`src/rtl/instructions.sv`:
```
// Shared instruction definitions for the ICU and the program sequencer.
// A program word is {opcode[OPCODE_W-1:0], operand[addr_w-1:0]}.
package instructions;

    localparam int unsigned OPCODE_W = 4;

    typedef enum logic [OPCODE_W-1:0] {
        NOPO = 4'h0,
        LD   = 4'h1,
        LDC  = 4'h2,
        AND  = 4'h3,
        ANDC = 4'h4,
        OR   = 4'h5,
        ORC  = 4'h6,
        XNOR = 4'h7,
        STO  = 4'h8,
        STOC = 4'h9,
        IEN  = 4'hA,
        OEN  = 4'hB,
        JMP  = 4'hC,
        RTN  = 4'hD,
        SKZ  = 4'hE,
        NOPF = 4'hF
    } instruction_t;

    // Opcode field of a program word whose operand is addr_w bits wide.
    function automatic instruction_t word_opcode(input logic [31:0] word,
                                                 input int unsigned addr_w);
        logic [31:0] shifted;
        shifted = word >> addr_w;
        return instruction_t'(shifted[OPCODE_W-1:0]);
    endfunction

    // Operand field of a program word, zero-extended to 32 bits.
    function automatic logic [31:0] word_operand(input logic [31:0] word,
                                                 input int unsigned addr_w);
        return word & ((32'd1 << addr_w) - 32'd1);
    endfunction

endpackage

```
`src/rtl/return_stack.sv`:
```
// LIFO of return addresses. Push is ignored when full, pop when empty.
// Only the pointer is reset; the storage is not.
module return_stack #(
    parameter int unsigned DEPTH = 4,
    parameter int unsigned W     = 8
) (
    input  logic         clk,
    input  logic         rst,
    input  logic         push,
    input  logic         pop,
    input  logic [W-1:0] din,
    output logic [W-1:0] dout,
    output logic         empty,
    output logic         full
);

    localparam int unsigned PW = $clog2(DEPTH + 1);
    localparam int unsigned IW = (DEPTH > 1) ? $clog2(DEPTH) : 1;

    logic [W-1:0]  mem_q [DEPTH];
    logic [PW-1:0] sp_q, sp_d;
    logic [PW-1:0] top_ptr;
    logic [IW-1:0] wr_idx, rd_idx;

    assign top_ptr = sp_q - PW'(1);
    assign wr_idx  = sp_q[IW-1:0];
    assign rd_idx  = top_ptr[IW-1:0];
    assign empty   = (sp_q == '0);
    assign full    = (sp_q == PW'(DEPTH));
    assign dout    = mem_q[rd_idx];

    // Next stack pointer.
    always_comb begin
        sp_d = sp_q;
        if (push && !full) begin
            sp_d = sp_q + PW'(1);
        end else if (pop && !empty) begin
            sp_d = top_ptr;
        end
    end

    // Stack pointer register.
    always_ff @(posedge clk or posedge rst) begin
        if (rst) begin
            sp_q <= '0;
        end else begin
            sp_q <= sp_d;
        end
    end

    // Storage write; no reset needed since reads are gated by the pointer.
    always_ff @(posedge clk) begin
        if (push && !full) begin
            mem_q[wr_idx] <= din;
        end
    end

endmodule

```
`src/rtl/program_sequencer.sv`:
```
// Program counter and program-memory interface for the ICU.
// Optional return stack (JMP after NOPF = call, RTN = return) is enabled
// with the macro SEQ_RETURN_STACK_EN.
module program_sequencer
    import instructions::*;
#(
    parameter int unsigned ADDR_W      = 8,
    parameter int unsigned STACK_DEPTH = 4
) (
    input  logic                       clk,
    input  logic                       rst,
    input  logic                       run,
    output logic [ADDR_W-1:0]          prog_addr,
    input  logic [OPCODE_W+ADDR_W-1:0] prog_data,
    output instruction_t               instruction,
    output logic [ADDR_W-1:0]          io_addr,
    input  logic                       jmp,
    input  logic                       rtn,
    input  logic                       flag_f,
    output logic                       stack_err
);

    logic [ADDR_W-1:0] pc_q, pc_d;
    logic [ADDR_W-1:0] pc_inc;

    // The word at PC is still on prog_data when jmp is sampled, so the
    // current operand is the jump target directly.
    assign instruction = word_opcode(32'(prog_data), ADDR_W);
    assign io_addr     = ADDR_W'(word_operand(32'(prog_data), ADDR_W));
    assign prog_addr   = pc_q;
    assign pc_inc      = pc_q + ADDR_W'(1);

`ifdef SEQ_RETURN_STACK_EN
    logic              call_pend_q, call_pend_d;
    logic              err_q, err_d;
    logic              push, pop;
    logic [ADDR_W-1:0] stk_dout;
    logic              stk_empty, stk_full;

    return_stack #(
        .DEPTH (STACK_DEPTH),
        .W     (ADDR_W)
    ) u_return_stack (
        .clk   (clk),
        .rst   (rst),
        .push  (push),
        .pop   (pop),
        .din   (pc_inc),
        .dout  (stk_dout),
        .empty (stk_empty),
        .full  (stk_full)
    );

    // Next-PC mux with call/return handling; jmp has priority over rtn.
    always_comb begin
        pc_d        = pc_q;
        call_pend_d = call_pend_q;
        err_d       = err_q;
        push        = 1'b0;
        pop         = 1'b0;
        if (run) begin
            call_pend_d = flag_f;
            if (jmp) begin
                pc_d = io_addr;
                if (call_pend_q) begin
                    // Overflowing push is dropped but the jump still happens.
                    push = !stk_full;
                    if (stk_full) begin
                        err_d = 1'b1;
                    end
                end
            end else if (rtn) begin
                if (!stk_empty) begin
                    pop  = 1'b1;
                    pc_d = stk_dout;
                end else begin
                    pc_d  = pc_inc;
                    err_d = 1'b1;
                end
            end else begin
                pc_d = pc_inc;
            end
        end
    end

    // PC, pending-call and sticky error registers.
    always_ff @(posedge clk or posedge rst) begin
        if (rst) begin
            pc_q        <= '0;
            call_pend_q <= 1'b0;
            err_q       <= 1'b0;
        end else begin
            pc_q        <= pc_d;
            call_pend_q <= call_pend_d;
            err_q       <= err_d;
        end
    end

    assign stack_err = err_q;
`else
    logic unused_inputs;

    assign unused_inputs = ^{rtn, flag_f};

    // Next-PC mux: plain jump or increment; rtn just advances.
    always_comb begin
        pc_d = pc_q;
        if (run) begin
            pc_d = jmp ? io_addr : pc_inc;
        end
    end

    // PC register.
    always_ff @(posedge clk or posedge rst) begin
        if (rst) begin
            pc_q <= '0;
        end else begin
            pc_q <= pc_d;
        end
    end

    assign stack_err = 1'b0;
`endif

endmodule

```
`config.mk`:
```
export PLATFORM = sky130hd
export DESIGN_NAME = program_sequencer
export DESIGN_NICKNAME = d
export VERILOG_FILES = /design/src/rtl/instructions.sv /design/src/rtl/return_stack.sv /design/src/rtl/program_sequencer.sv
export SDC_FILE = /design/constraint.sdc
export NUM_CORES = 1
export LEC_CHECK = 0
export CAP_MARGIN = 20
export CORE_UTILIZATION = 38
export CTS_CLUSTER_DIAMETER = 60
export DETAILED_ROUTE_END_ITERATION = 7
export GPL_TIMING_DRIVEN = 0
export PLACE_DENSITY = 0.85
export SYNTH_ARGS = -nofsm -noshare
export SYNTH_HDL_FRONTEND = slang
export SYNTH_HIERARCHICAL = 1
export SYNTH_SLANG_ARGS = --single-unit
```
`constraint.sdc`:
```
create_clock -name clk -period 2.65 [get_ports clk]
set_input_delay 0.53 -clock clk [delete_from_list [all_inputs] [get_ports clk]]
set_output_delay 0.53 -clock clk [all_outputs]
set_load 0.02 [all_outputs]
```
# Word level (Yosys, flattened, before mapping)
# Cells that the tools add are included.
[op_classes]
muxes = 1
add_sub_neg = 1
[ops]
columns = ["cell", "count"]
rows = [
  ["8-bit by 1-bit adder with 8-bit output, second input constant", 1],
  ["8-bit 2-to-1 mux", 1],
]
[totals]
elab_cells = 3
regBits = 8
inputBits = 18

# Depth between registers and ports, before layout
[logic_depth]
ltp_word = 2
mapped_depth = 5

# Worst setup path after synthesis
# Ideal clock, no wire load.
[synth_path]
path_kind = "register -> register"
start = "register pc_q[0] (netlist: prog_addr[0])"
end = "register pc_q[6] (netlist: prog_addr[6])"
t_required_ns = 2.581
setup_ns = 0.069
n_path_buf = 0
period_less_slack_ns = 1.476
stages_incl_launch_ff = 5
arrival_time_ns = 1.407
slack_ns = 1.174
path_cell_list = "dfrtp_1 ha_1 nand2_1 or4_1 nand3_1"
[synth_via]
elab_chain_len = 2
[synth_rtl]
columns = ["element", "line_no", "rtl"]
rows = [
  ["start, declared", "program_sequencer.sv:23", "logic [ADDR_W-1:0] pc_q, pc_d;"],
  ["start signal, assigned", "program_sequencer.sv:118", "pc_q <= pc_d;"],
  ["8-bit by 1-bit adder with 8-bit output", "program_sequencer.sv:31", "assign pc_inc = pc_q + ADDR_W'(1);"],
  ["8-bit 2-to-1 mux", "program_sequencer.sv:109", "pc_d = jmp ? io_addr : pc_inc;"],
]
# Every way passes these cells.
# A chain may end at the register's enable or synchronous reset.

# Worst setup path in the final report
[layout_path]
start = "input prog_data[6]"
end = "output io_addr[6]"
[layout_lines]
columns = ["element", "line_no", "rtl"]
rows = [
  ["start, declared", "program_sequencer.sv:14", "input logic [OPCODE_W+ADDR_W-1:0] prog_data,"],
  ["end, declared", "program_sequencer.sv:16", "output logic [ADDR_W-1:0] io_addr,"],
]
# No word-level cell between the ends.

==> impl_metrics.tcl <==
set metrics [dict create \
    status "completed" \
    rsz0062_at_grt "false" \
    yosys.area_share.simple_pct 24.29 \
    drtIter0Drc 21 \
    vdd_drop_max_mv 0.3049 \
    dr.pass1.iters 4 \
    synthCells 72 \
    start_util_pct 41.03 \
    worstPathMaxFanout 2 \
    numCtsBuffers 3 \
    wl_met2_um 718 \
    crit_arrival_ns 1.72 \
    wl_met1_um 632 \
    die_w_um 42.33 \
    critPathKind "in2out" \
    top_layer "met4" \
    grt_use_total_pct 18.94 \
    place.gp.congestion 0.7939 \
    routed_via_density 5.281 \
    totalWireLength_mm 1.519 \
    grt_pass1_wl_mm 2.594 \
    ys_warn_count 6 \
    drc 0 \
    synth-seq-area-share_pct 32.39 \
    io_pins 39 \
    cts_root_buffer "clkbuf_4" \
    cts_htree_levels 1 \
    post-place-cells 118 \
    synth_fa_ha_area_share_pct 2.024 \
    cpMostUsedCell "clkdlybuf4s50_1" \
    layout_commonest_cell "clkdlybuf4s50_1" \
    syn_area_um2 618.1 \
    cts.reportedPaths.clkPinSlew_ns 0.06 \
    leakagePower_nw 0.4143 \
    finClkSkew_ns 0.002413 \
    grt_overflow_total 0 \
    diodes 0 \
    largest_register_ffs 8 \
    ys_types 25 \
    slew_violations 0 \
    io_buffer_count 30 \
    core_um2 1506 \
    powerDensity_nw_per_um2 510.6 \
    die_area_um2 1792 \
    clockBufferDepth 2 \
    ys_ff_latch 8 \
    slowest_stage "clkdlybuf4s50_1" \
    met3_length_um 151 \
    fillers 142 \
    wl_per_cell_um 12.55 \
    insertion_delay_ns 0.26 \
    max_stage_delay_ns 0.58 \
    syn_to_final_growth_pct 55.47 \
    grt_max_degree 11 \
    timing.fmax_ghz 0.4447 \
    multiInputGateArea_um2 295.3 \
    synth_mux_area_share_pct 3.239 \
    worstPathRequired_ns 2.12 \
    layout.nets 126 \
    post_cts_resize_count 0 \
    cts_tree "done" \
    drive_gt1_share_pct 21.90 \
    syn_nets 91 \
    num_rows 14 \
    synth_top_family_by_area "simple AND/OR/NAND/NOR gates" \
    synth_compound_area_share_pct 17.61 \
    hpwl_mm 1.138 \
    fin_crit_ns 2.249 \
    cts.sinks 8 \
    postCtsSetupBuffers 0 \
    grt_pass1_vias 616 \
    finalSetupViolCount 0 \
    final_cell_mix "clkdlybuf4s50_1, buf_4, dfrtp_1" \
    crit_path_start_kind "input port" \
    hold_buffers 0 \
    critPathBufInv 3 \
    path_delay_family "buffers and inverters" \
    synth_xor_area_share_pct 0 \
    fin_hold_ws_ns 0.5194 \
    fin_crit_sh_pct 84.86 \
    path_cells "clkdlybuf4s50_1 > buf_4 > clkdlybuf4s50_1" \
    antenna_found_initial 0 \
    post-route-util_pct 63.79 \
    cp-end-kind "output port" \
    die_y_um 42.33 \
    fin_setup_tns_ns 0 \
    vias 639 \
    seqCellArea_um2 200.2 \
    fin_cells 121 \
    postSynthAreaPerCell_um2 8.585 \
    worst_hold_path_type "in2async" \
    drv_cap 0 \
    hold_viol 0 \
    ant_nets 0 \
]
report_power, final:
| part | switching, mW | internal (mW) |
|---|---|---|
| Combinational | 0.0994 | 0.115 |
| Clock | 0.0470 | 0.0522 |
| Sequential | 0.0334 | 0.144 |
final timing paths:
check | start | to | slack, ns | cells past startpoint
setup / recovery | prog_data[6] | io_addr[6] | 0.40 | 3
hold / removal | rst | prog_addr[1]$_DFFE_PP0P_ | 0.52 | 2
setup reg to reg | prog_addr[0]$_DFFE_PP0P_ | prog_addr[6]$_DFFE_PP0P_ | 1.19 | 4
hold reg to reg | prog_addr[7]$_DFFE_PP0P_ | prog_addr[7]$_DFFE_PP0P_ | 0.61 | 2
max in group asynchronous | rst | prog_addr[3]$_DFFE_PP0P_ | 1.89 | 2
min in group clk | jmp | prog_addr[7]$_DFFE_PP0P_ | 0.58 | 4
cells by family (layout without fill, tap and decap cells):
kind of cell,after synthesis,after routing
and+or+nand+nor,25,25
AOI/OAI and AO/OA,18,18
buffers and inverters,17,50
DFF,8,8
muxes,2,2
adders and majority gates,1,1
other,1,1
through the flow:
step | total power [mW] | setup WS (ns) | area [µm²]
6_report | 0.4906 | 0.4013 | 960.9
3_3_place_gp | 0.3861 | 0.4184 | 938.4
2_1_floorplan | 0.2930 | 1.174 | 618.1
5_1_grt | 0.5238 | 0.3691 | 960.9
4_1_cts | 0.4905 | 0.4109 | 960.9
3_5_place_dp | 0.3925 | 0.4137 | 938.4
cells in the mapped netlist:
master / number / area [µm²]
mux2i_1: 2 / 20.02
a21oi_1: 6 / 30.03
a22o_1: 1 / 8.760
buf_6: 1 / 11.26
buf_2: 2 / 10.01
inv_1: 1 / 3.750
and3_2: 1 / 7.510
nand2_1: 3 / 11.26
nand2b_4: 1 / 13.76
or4_1: 3 / 22.52
nand2b_1: 1 / 6.260
o21a_1: 1 / 7.510
buf_4: 13 / 97.59
nor2_1: 4 / 15.01
ha_1: 1 / 12.51
nor2b_1: 6 / 37.54
conb_1: 1 / 3.750
o21ai_0: 4 / 20.02
o31ai_1: 2 / 15.01
a31o_2: 1 / 8.760
nand3_1: 4 / 20.02
nand4_1: 1 / 6.260
a31oi_1: 3 / 18.77
nand3_2: 1 / 10.01
dfrtp_1: 8 / 200.2
final cells by class:
type                    instances  share of cell area, %
flip-flops and latches          8                  20.83
repair buffers                 30                  31.25
inverters                       1                 0.3906
well taps                      16                  2.083
multi-input cells              47                  30.73
plain buffers                  16                  12.37
clock buffers                   3                  2.344
routing by layer:
layer | up-vias | track usage [%]
met5 | - | 0
met4 | 0 | 7.500
met3 | 2 | 4.310
met2 | 42 | 30.77
met1 | 287 | 24.25
li1 | 308 | -
Note: power is estimated with default switching activity, not from simulation.
